### config.mk
export PLATFORM = sky130hd
export DESIGN_NAME = uart_cmd_rx_flat
export DESIGN_NICKNAME = d
export VERILOG_FILES = /design/src/rtl/uart_cmd_rx_if.sv /design/src/rtl/uart_cmd_rx.sv /design/src/flat_wrapper.sv
export SDC_FILE = /design/constraint.sdc
export NUM_CORES = 1
export LEC_CHECK = 0
export CAP_MARGIN = 40
export CORE_MARGIN = 4
export CORE_UTILIZATION = 40
export CTS_CLUSTER_DIAMETER = 120
export CTS_CLUSTER_SIZE = 14
export DETAILED_ROUTE_END_ITERATION = 10
export SETUP_SLACK_MARGIN = 0.05
export SKIP_CTS_REPAIR_TIMING = 1
export SYNTH_ARGS = -nofsm -noshare
export SYNTH_HDL_FRONTEND = slang
export SYNTH_SLANG_ARGS = --single-unit
export TNS_END_PERCENT = 1
### constraint.sdc
create_clock -name clk -period 3.01 [get_ports clk]
set_input_delay 0.4515 -clock clk [delete_from_list [all_inputs] [get_ports clk]]
set_output_delay 0.4515 -clock clk [all_outputs]
set_load 0.1 [all_outputs]
### src/rtl/uart_cmd_rx_if.sv
// Command handshake between the UART command receiver and its consumer.
// The receiver drives valid and the payload; the consumer drives ready.
interface uart_cmd_rx_if;
    logic       cmd_valid;
    logic       cmd_ready;
    logic [2:0] cmd_opcode;
    logic [3:0] cmd_a;
    logic [3:0] cmd_b;

    modport master (
        output cmd_valid,
        output cmd_opcode,
        output cmd_a,
        output cmd_b,
        input  cmd_ready
    );

    modport slave (
        input  cmd_valid,
        input  cmd_opcode,
        input  cmd_a,
        input  cmd_b,
        output cmd_ready
    );
endinterface

### src/rtl/uart_cmd_rx.sv
// 8N1 UART byte receiver feeding a 4-byte command framer (A5, opcode, arg, checksum)
// with a single-entry output slot and one-cycle error pulses.
module uart_cmd_rx #(
    parameter int CLKS_PER_BIT = 87,
    parameter int TIMEOUT_BITS = 20
) (
    input  logic          clk,
    input  logic          rst_n,
    input  logic          rx,
    uart_cmd_rx_if.master cmd,
    output logic          frame_err,
    output logic          chk_err,
    output logic          overflow
);

    localparam int CNT_W  = 10;
    localparam int HALF   = CLKS_PER_BIT / 2;
    localparam int TO_CYC = TIMEOUT_BITS * CLKS_PER_BIT;
    localparam int TO_W   = $clog2(TO_CYC + 1);

    typedef enum logic [2:0] {
        B_IDLE,
        B_START,
        B_DATA,
        B_STOP,
        B_BREAK
    } bit_state_t;

    typedef enum logic [1:0] {
        F_HUNT,
        F_OPC,
        F_ARG,
        F_CHK
    } frame_state_t;

    logic             sync1_q;
    logic             rxs_q;
    bit_state_t       bit_state_q;
    logic [CNT_W-1:0] bit_cnt_q;
    logic [2:0]       bit_idx_q;
    logic [7:0]       shift_q;
    logic             byte_stb_q;
    logic [7:0]       byte_q;
    logic             stop_err_q;

    frame_state_t     frame_state_q;
    logic [7:0]       opc_byte_q;
    logic [7:0]       arg_byte_q;
    logic [TO_W-1:0]  to_cnt_q;

    logic             cmd_valid_q;
    logic [2:0]       cmd_opcode_q;
    logic [3:0]       cmd_a_q;
    logic [3:0]       cmd_b_q;
    logic             frame_err_q;
    logic             chk_err_q;
    logic             overflow_q;

    logic             good_frame_d;
    logic             xfer_d;

    // Bit-level receiver: samples mid-bit, emits a one-cycle byte strobe.
    always_ff @(posedge clk or negedge rst_n) begin
        if (!rst_n) begin
            sync1_q     <= 1'b1;
            rxs_q       <= 1'b1;
            bit_state_q <= B_IDLE;
            bit_cnt_q   <= '0;
            bit_idx_q   <= '0;
            shift_q     <= '0;
            byte_stb_q  <= 1'b0;
            byte_q      <= '0;
            stop_err_q  <= 1'b0;
        end else begin
            sync1_q    <= rx;
            rxs_q      <= sync1_q;
            byte_stb_q <= 1'b0;
            stop_err_q <= 1'b0;
            case (bit_state_q)
                B_IDLE: begin
                    bit_cnt_q <= '0;
                    if (!rxs_q) bit_state_q <= B_START;
                end
                B_START: begin
                    if (bit_cnt_q == CNT_W'(HALF - 1)) begin
                        bit_cnt_q   <= '0;
                        bit_idx_q   <= '0;
                        bit_state_q <= rxs_q ? B_IDLE : B_DATA;
                    end else begin
                        bit_cnt_q <= bit_cnt_q + CNT_W'(1);
                    end
                end
                B_DATA: begin
                    if (bit_cnt_q == CNT_W'(CLKS_PER_BIT - 1)) begin
                        bit_cnt_q <= '0;
                        shift_q   <= {rxs_q, shift_q[7:1]};
                        bit_idx_q <= bit_idx_q + 3'd1;
                        if (bit_idx_q == 3'd7) bit_state_q <= B_STOP;
                    end else begin
                        bit_cnt_q <= bit_cnt_q + CNT_W'(1);
                    end
                end
                B_STOP: begin
                    if (bit_cnt_q == CNT_W'(CLKS_PER_BIT - 1)) begin
                        bit_cnt_q <= '0;
                        if (rxs_q) begin
                            byte_stb_q  <= 1'b1;
                            byte_q      <= shift_q;
                            bit_state_q <= B_IDLE;
                        end else begin
                            stop_err_q  <= 1'b1;
                            bit_state_q <= B_BREAK;
                        end
                    end else begin
                        bit_cnt_q <= bit_cnt_q + CNT_W'(1);
                    end
                end
                B_BREAK: begin
                    // A low line after a bad stop bit must not look like a new start bit.
                    if (rxs_q) bit_state_q <= B_IDLE;
                end
                default: bit_state_q <= B_IDLE;
            endcase
        end
    end

    always_comb begin
        good_frame_d = byte_stb_q && (frame_state_q == F_CHK) &&
                       (byte_q == (opc_byte_q ^ arg_byte_q));
        xfer_d       = cmd_valid_q && cmd.cmd_ready;
    end

    // Frame decoder and single-entry command slot.
    always_ff @(posedge clk or negedge rst_n) begin
        if (!rst_n) begin
            frame_state_q <= F_HUNT;
            opc_byte_q    <= '0;
            arg_byte_q    <= '0;
            to_cnt_q      <= '0;
            cmd_valid_q   <= 1'b0;
            cmd_opcode_q  <= '0;
            cmd_a_q       <= '0;
            cmd_b_q       <= '0;
            frame_err_q   <= 1'b0;
            chk_err_q     <= 1'b0;
            overflow_q    <= 1'b0;
        end else begin
            frame_err_q <= stop_err_q;
            chk_err_q   <= 1'b0;
            overflow_q  <= 1'b0;

            if (stop_err_q) begin
                frame_state_q <= F_HUNT;
                to_cnt_q      <= '0;
            end else if (byte_stb_q) begin
                to_cnt_q <= '0;
                case (frame_state_q)
                    F_HUNT: if (byte_q == 8'hA5) frame_state_q <= F_OPC;
                    F_OPC: begin
                        if (byte_q[7:3] == 5'd0) begin
                            opc_byte_q    <= byte_q;
                            frame_state_q <= F_ARG;
                        end else begin
                            frame_err_q   <= 1'b1;
                            frame_state_q <= F_HUNT;
                        end
                    end
                    F_ARG: begin
                        arg_byte_q    <= byte_q;
                        frame_state_q <= F_CHK;
                    end
                    F_CHK: begin
                        if (!good_frame_d) chk_err_q <= 1'b1;
                        frame_state_q <= F_HUNT;
                    end
                    default: frame_state_q <= F_HUNT;
                endcase
            end else if (frame_state_q != F_HUNT && bit_state_q == B_IDLE) begin
                // Inter-byte idle is only counted while no start bit is in progress.
                if (to_cnt_q == TO_W'(TO_CYC - 1)) begin
                    frame_state_q <= F_HUNT;
                    to_cnt_q      <= '0;
                end else begin
                    to_cnt_q <= to_cnt_q + TO_W'(1);
                end
            end

            if (good_frame_d) begin
                if (!cmd_valid_q || cmd.cmd_ready) begin
                    cmd_valid_q  <= 1'b1;
                    cmd_opcode_q <= opc_byte_q[2:0];
                    cmd_a_q      <= arg_byte_q[7:4];
                    cmd_b_q      <= arg_byte_q[3:0];
                end else begin
                    overflow_q <= 1'b1;
                end
            end else if (xfer_d) begin
                cmd_valid_q <= 1'b0;
            end
        end
    end

    assign cmd.cmd_valid  = cmd_valid_q;
    assign cmd.cmd_opcode = cmd_opcode_q;
    assign cmd.cmd_a      = cmd_a_q;
    assign cmd.cmd_b      = cmd_b_q;
    assign frame_err      = frame_err_q;
    assign chk_err        = chk_err_q;
    assign overflow       = overflow_q;

endmodule

### src/flat_wrapper.sv
// flat-port wrapper written by rule: the top's interface ports become plain ports
module uart_cmd_rx_flat 
#(
    parameter int CLKS_PER_BIT = 87,
    parameter int TIMEOUT_BITS = 20
)
  (clk, rst_n, rx, frame_err, chk_err, overflow, cmd_cmd_valid, cmd_cmd_opcode, cmd_cmd_a, cmd_cmd_b, cmd_cmd_ready);
  uart_cmd_rx_if cmd_i ();
  input  logic clk;
  input  logic rst_n;
  input  logic rx;
  output logic frame_err;
  output logic chk_err;
  output logic overflow;
  output wire logic [$bits(cmd_i.cmd_valid)-1:0] cmd_cmd_valid;
  output wire logic [$bits(cmd_i.cmd_opcode)-1:0] cmd_cmd_opcode;
  output wire logic [$bits(cmd_i.cmd_a)-1:0] cmd_cmd_a;
  output wire logic [$bits(cmd_i.cmd_b)-1:0] cmd_cmd_b;
  input wire logic [$bits(cmd_i.cmd_ready)-1:0] cmd_cmd_ready;
  assign cmd_cmd_valid = cmd_i.cmd_valid;
  assign cmd_cmd_opcode = cmd_i.cmd_opcode;
  assign cmd_cmd_a = cmd_i.cmd_a;
  assign cmd_cmd_b = cmd_i.cmd_b;
  assign cmd_i.cmd_ready = cmd_cmd_ready;
  uart_cmd_rx #(.CLKS_PER_BIT(CLKS_PER_BIT), .TIMEOUT_BITS(TIMEOUT_BITS)) u_core (.clk(clk), .rst_n(rst_n), .rx(rx), .cmd(cmd_i), .frame_err(frame_err), .chk_err(chk_err), .overflow(overflow));
endmodule
==> out/results.md, run 1 <==
| Metric | This run |
|:---|:---|
| Run status | finished clean |
| PD cells | 462 mW/mm^2 |
| Number of global-route vias before repair | 2429 |
| Via total after detailed routing | 2392 |
| ANT cells | 0 |
| Routability congestion estimate | 0.776 |
| Power, Total | 1.98 mW |
| Number of nets in the final layout | 345 |
| Crit Path Category | register to register |
| Static leakage | 2.01 nW |
| Count of unresolved DRC violations after routing | 0 |
| Initial antenna violation count | 0 |
| Final setup violation count | 0 |
| Number of hold violations in the final report | 0 |
| Signal arrival time at the worst endpoint | 2720 ps |
| Leading cell types in the layout, fill and taps excluded | sky130_fd_sc_hd__dfrtp_1, sky130_fd_sc_hd__mux2_2, sky130_fd_sc_hd__nand2_1 |
| Row cnt | 35 |
| Estimated wirelength of the detail-placed design | 4670 um |
| Number of warnings printed during yosys synthesis | 0 |
| Vert. Die Dim | 105 um |
| Transition at the pin with the smallest max-transition slack | 732 ps |
| Mean routed wirelength per cell | 14.6 um |
| Crit share post-route | 82.4% |
| Final critical-path required period | 2480 ps |
| Longest Clk Path Bufs | 2 |
| Number of register bits inferred by synthesis | 80 |
| Max VDD drop | 0.307 mV |
| Clock buffers created by TritonCTS | 9 |
| Async SR Flop Fraction | 100% |
| Endpoint type of the worst setup path | register |
| Clock tree from TritonCTS | built |
| Fill cell total of the finished layout | 846 |
| Reported max-cap violation count | 0 |
| Layout cell share with drive strength beyond 1 | 24.9% |
| Number of iterations in the first detailed-routing pass | 4 |
| CTS Sinks | 80 |
| Area taken by flip-flops and latches | 0.00200 sq mm |
| Flip-flop cell with the highest count after synthesis | sky130_fd_sc_hd__dfrtp_1 |
| All-layer global routing usage | 13.5% |
| Pin count of the biggest net entering global routing | 67 |
| Clock slew at reported path FFs | 90 ps |
| Clock Latency Late Sink | 350 ps |
| Worst Path Required | 3250 ps |
| Final sum of negative setup slack | 0 ps |
| Number of distinct library cell variants in the gate-level netlist after synthesis | 51 |
| Max Fanout on Critical Path | 8 |
| Max Clk Rate | 403 MHz |
| Most common library cell in the layout ignoring fill and taps | sky130_fd_sc_hd__dfrtp_1 |
| Initial Util | 41.0% |
| I/O Pins | 19 |
| Worst Setup Start Kind | register |
| Worst setup skew after layout | 11.7 ps |
| First-pass GRT wire length | 12100 um |
| Sequential share of the synthesized area | 52.9% |
| Max H-tree Level | 3 |
| Type of the tightest min-delay check | register to register |
| Die area | 0.0111 sq mm |
| Synthesis-to-layout area growth | 13.2% |
| Total nets after synthesis | 324 |
| Total area of multi-input combinational cells | 0.00171 sq mm |
| Overall routed net length | 6870 um |
| Final antenna-violating net count | 0 |
| Count of buffers from port buffering | 18 |
| Netlist area before placement | 0.00379 sq mm |
| Total overflow reported by the global router | 0 |
| Vias per cell | 5.09 |
| Die outline width | 105 um |
| Clk root buf | sky130_fd_sc_hd__clkbuf_8 |
| Number of instances in the synthesized netlist | 315 |
| Worst slew margin | 51.0% |
| Number of synthesized flops with an enable pin | 0 |
| RSZ-0062 raised after global routing | false |
| Number of max-slew violations in the final report | 0 |
| Core Region | 0.00924 sq mm |
| Initial DRC Count | 45 |
| Syn avg cell area | 12.0 sq um |
-- layer usage --
metal	global-route usage (%)	share of wire, %	up-vias
met1	17.9	50	1172
met5	0	0	-
li1	-	-	1188
met3	4.78	3.4	4
met4	3.09	0.55	0
met2	21.4	46	28
-- report_power, final --
group          switching [mW]  total, mW  internal [mW]
clock network           0.422      0.814          0.392
registers              0.0161       1.10           1.08
logic                  0.0389     0.0669         0.0280
total                   0.477       1.98           1.50
-- worst paths after layout --
| kind | slack (ps) | start | endpoint | cells past startpoint |
|---|---|---|---|---|
| worst min-delay path | 350 | u_core.sync1_q | u_core.rxs_q | 0 |
| max in group asynchronous | 1920 | rst_n | u_core.shift_q[3] | 3 |
| worst min register to register | 350 | u_core.sync1_q | u_core.rxs_q | 0 |
| min in group asynchronous | 510 | rst_n | u_core.bit_cnt_q[3] | 2 |
| worst max-delay path | 530 | u_core.arg_byte_q[0] | u_core.cmd.cmd_opcode[2] | 6 |
| worst max register to register | 530 | u_core.arg_byte_q[0] | u_core.cmd.cmd_opcode[2] | 6 |
-- cell type report --
class	instances	share of cell area [%]
timing repair buffer	23	4.66
clock inverter	7	1.81
clock buffer	9	2.89
sequential	80	46.7
tap	129	3.76
inverter	5	0.437
multi-input combinational	217	39.7
-- worst max-delay path: stages (launching register included) --
cell	delay [ps]
sky130_fd_sc_hd__dfrtp_1	410
sky130_fd_sc_hd__xnor3_1	380
sky130_fd_sc_hd__nand4_1	100
sky130_fd_sc_hd__or3_4	420
sky130_fd_sc_hd__nor4b_4	440
sky130_fd_sc_hd__buf_4	270
sky130_fd_sc_hd__mux2_2	340
-- cell families (layout without fill, tap and decap cells) --
| kind of cell | Yosys count | after routing | synth area share, % |
|---|---|---|---|
| buffers and inverters | 18 | 44 | 2.11 |
| AOI/OAI and AO/OA | 49 | 49 | 8.72 |
| xor gates and xnor gates | 14 | 14 | 4.69 |
| and+or+nand+nor | 108 | 108 | 16.9 |
| muxes | 41 | 41 | 13.1 |
| adders and majority gates | 5 | 5 | 1.65 |
| DFF | 80 | 80 | 52.9 |
-- metrics by stage --
step	cell area, sq um	utilization, %	setup WS (ps)	hold slack, ps	cells
floorplan	3790	-	897	156	315
global placement	4050	43.9	611	346	452
global route	4290	46.4	437	357	470
CTS	4280	46.3	520	-48.1	469
finish	4290	46.4	530	352	470
detailed placement	4080	44.2	533	338	453
-- synthesized netlist by cell type (all sizes together), types with 6 or more instances --
master   n  area (sq um)
dfrtp   78          1950
and2     7          43.8
nand4    9          56.3
a21oi   11          55.1
clkbuf   8          30.0
xnor2    6          52.6
nand3    9          45.0
nor2    15          56.3
o31ai    6          45.0
or3     11          73.8
nand2   22          82.6
mux2    38           465
o21ai   12          60.1
-- state kept, by name, summed over array words and instances (netlist names) --
signal / count
u_core.byte_stb_q: 1
u_core.chk_err: 1
u_core.cmd.cmd_valid: 1
u_core.to_cnt_q: 11
u_core.bit_state_q: 3
u_core.rxs_q: 1
u_core.overflow: 1
u_core.shift_q: 8
u_core.arg_byte_q: 8
u_core.cmd.cmd_opcode: 3
u_core.frame_err: 1
u_core.stop_err_q: 1
u_core.byte_q: 8
u_core.cmd.cmd_b: 4
u_core.sync1_q: 1
u_core.frame_state_q: 2
u_core.bit_idx_q: 3
u_core.cmd.cmd_a: 4
u_core.opc_byte_q: 8
u_core.bit_cnt_q: 10
(Power assumes the default switching activity.)
==> run 2: changes to the inputs <==
==> constraint.sdc (replaced) <==
create_clock -name clk -period 2.25 [get_ports clk]
set_input_delay 0.3375 -clock clk [delete_from_list [all_inputs] [get_ports clk]]
set_output_delay 0.3375 -clock clk [all_outputs]
set_load 0.1 [all_outputs]
==> run 2 against run 1 <==
  * Flip-flop and latch count unchanged
  * Sequential share of layout area fell by 2.0 points
  * Die area stayed put
==> out/results.md, run 2 (synthesized netlist as in run 1, its figures left out) <==
| Metric | This run | vs previous |
|:---|:---|:---|
| Run status | finished clean |  |
| Final critical-path required period | 2190 ps | -289 ps |
| ANT cells | 0 | unchanged |
| Via total after detailed routing | 2451 | +2.5% |
| Pin count of the biggest net entering global routing | 48 | -28% |
| Number of global-route vias before repair | 2431 | +0.082% |
| Max incr delay on CP | 400 ps | -40 ps |
| Startpoint of the tightest hold check path | u_core.sync1_q |  |
| Initial DRC Count | 51 | +13% |
| Endpoint type of the worst setup path | register |  |
| Die area | 0.0111 sq mm | unchanged |
| Final setup violation count | 0 | unchanged |
| Row cnt | 35 | unchanged |
| Signal arrival time at the worst endpoint | 2420 ps | -300 ps |
| Static leakage | 2.13 nW | +6.0% |
| Total overflow reported by the global router | 0 | unchanged |
| Largest register FFs | 11 | unchanged |
| Largest regs | u_core.to_cnt_q (11), u_core.bit_cnt_q (10) |  |
| Worst Path Required | 2480 ps | -770 ps |
| Worst min-delay path endpoint | u_core.rxs_q |  |
| Worst slew margin | 62.3% | +11 points |
| Mean routed wirelength per cell | 13.9 um | -5.1% |
| Vias per cell | 5.04 | -0.91% |
| I/O Pins | 19 | unchanged |
| Longest Clk Path Bufs | 2 | unchanged |
| Estimated wirelength of the detail-placed design | 4710 um | +0.89% |
| Cell chain of the critical path | xnor3_1 -> nand4_1 -> or3_4 -> nor4b_4 -> buf_12 -> mux2_4 |  |
| Beginning of the worst register-to-register path | u_core.byte_q[1] |  |
| Clock Latency Late Sink | 340 ps | about the same |
| Overall routed net length | 6740 um | -1.8% |
| RSZ-0062 raised after global routing | true |  |
| Final antenna-violating net count | 0 | unchanged |
| Clk root buf | sky130_fd_sc_hd__clkbuf_8 |  |
| Leading cell types in the layout, fill and taps excluded | sky130_fd_sc_hd__dfrtp_1, sky130_fd_sc_hd__buf_4, sky130_fd_sc_hd__mux2_2 |  |
| Initial antenna violation count | 0 | unchanged |
| Layout cell share with drive strength beyond 1 | 29.1% | +4.2 points |
| Transition at the pin with the smallest max-transition slack | 557 ps | -175 ps |
| Max Clk Rate | 456 MHz | +13% |
| All-layer global routing usage | 13.3% | -0.26 points |
| Post-route standard cell area excluding fillers | 0.00449 sq mm | +4.5% |
| Count of unresolved DRC violations after routing | 0 | unchanged |
| Number of cells on the worst reg-to-reg path | 6 | unchanged |
| Register ranked first by flip-flop count | u_core.to_cnt_q |  |
| Standard cell area after detailed placement | 0.00421 sq mm | +3.1% |
| Clock slew at reported path FFs | 80 ps | about the same |
| Number of hold violations in the final report | 0 | unchanged |
| Worst Setup Start Kind | register |  |
| FF-to-FF setup slack | 60 ps | -470 ps |
| First-pass GRT wire length | 12000 um | -0.68% |
| Number of nets in the final layout | 361 | +4.6% |
| PD cells | 632 mW/mm^2 | +37% |
| Routability congestion estimate | 0.780 | +0.55% |
| Max Fanout on Critical Path | 10 | +2 |
| Worst setup skew after layout | 9.16 ps | -2.55 ps |
| Clock buffers created by TritonCTS | 9 | unchanged |
| Final sum of negative setup slack | 0 ps | unchanged |
| Worst path top cell family by delay | simple AND/OR/NAND/NOR gates |  |
| Power, Total | 2.84 mW | +43% |
| CTS Sinks | 80 | unchanged |
| Worst path slowest cell | sky130_fd_sc_hd__dfrtp_1 |  |
| Bufs and invs on worst path | 1 | unchanged |
| Clock tree from TritonCTS | built |  |
| Worst R2R End | u_core.cmd.cmd_b[3] |  |
| Number of iterations in the first detailed-routing pass | 4 | unchanged |
| Most common library cell in the layout ignoring fill and taps | sky130_fd_sc_hd__dfrtp_1 |  |
| Initial Util | 41.0% | unchanged |
| Crit share post-route | 97.4% | +15 points |
| Max VDD drop | 0.355 mV | +16% |
| Crit Path Category | register to register |  |
| Core Region | 0.00924 sq mm | unchanged |
| Max H-tree Level | 3 | unchanged |
| Reported max-cap violation count | 0 | unchanged |
| Count of buffers from port buffering | 18 | unchanged |
| Type of the tightest min-delay check | register to register |  |
| Number of max-slew violations in the final report | 0 | unchanged |
| Die outline width | 105 um | unchanged |
| Synthesis-to-layout area growth | 18.4% |  |
| Number of instances on the worst hold path | 0 | unchanged |
| Vert. Die Dim | 105 um | unchanged |
==> run 2: cell types whose count changed in the layout (fill, tap and decap cells not counted), sizes merged <==
cell      change
bufinv        +2
buf          +16
clkbuf        +2
inv           -3
clkinvlp      -1
==> run 2: stage by stage <==
stage / hold WS [ps] / cells / worst slack, ps / util [%]
finish: 358 / 486 / 58.6 / 48.5
global route: 366 / 486 / 0.854 / 48.5
CTS: -57.8 / 485 / 44.8 / 48.2
detailed placement: 325 / 469 / 53.2 / 45.5
global placement: 321 / 469 / 72.4 / 45.5
floorplan: 41.9 / 315 / 137 / -
==> run 2: power breakdown <==
group | internal [mW] | switching, mW | leakage (nW)
logic | 0.0418 | 0.0593 | 0.907
registers | 1.45 | 0.0171 | 1.10
clock network | 0.768 | 0.498 | 0.124
total | 2.26 | 0.575 | 2.13
==> run 2: cell type report <==
cell class,instances,area (sq um)
fillers,829,4750
flip-flops and latches,80,2010
multi-input cells,217,1730
repair buffers,39,325
well taps,129,161
clock buffers,11,141
clock inverters,5,104
inverters,5,18.8
==> run 2: how the worst max path moves through the flow <==
stage                                    start             endpoint  slack, ps  cells past startpoint
final                         u_core.byte_q[1]  u_core.cmd.cmd_b[3]         60                      6
after CTS                 u_core.arg_byte_q[7]  u_core.cmd.cmd_b[3]         40                      6
after detailed placement  u_core.arg_byte_q[6]  u_core.cmd.cmd_a[1]         50                      6
after global placement    u_core.arg_byte_q[6]  u_core.cmd.cmd_a[1]         70                      6
after global routing          u_core.byte_q[1]  u_core.cmd.cmd_b[2]        0.9                      6
after floorplan           u_core.arg_byte_q[7]  u_core.cmd.cmd_a[0]        140                      6
==> run 2: routing by layer <==
| layer | share of wire [%] | vias to the layer above | track usage (%) |
|---|---|---|---|
| li1 | - | 1217 | - |
| met1 | 51 | 1204 | 18.7 |
| met2 | 45 | 23 | 19.8 |
| met3 | 2.6 | 7 | 4.10 |
| met4 | 1.1 | 0 | 3.66 |
| met5 | 0 | - | 0 |
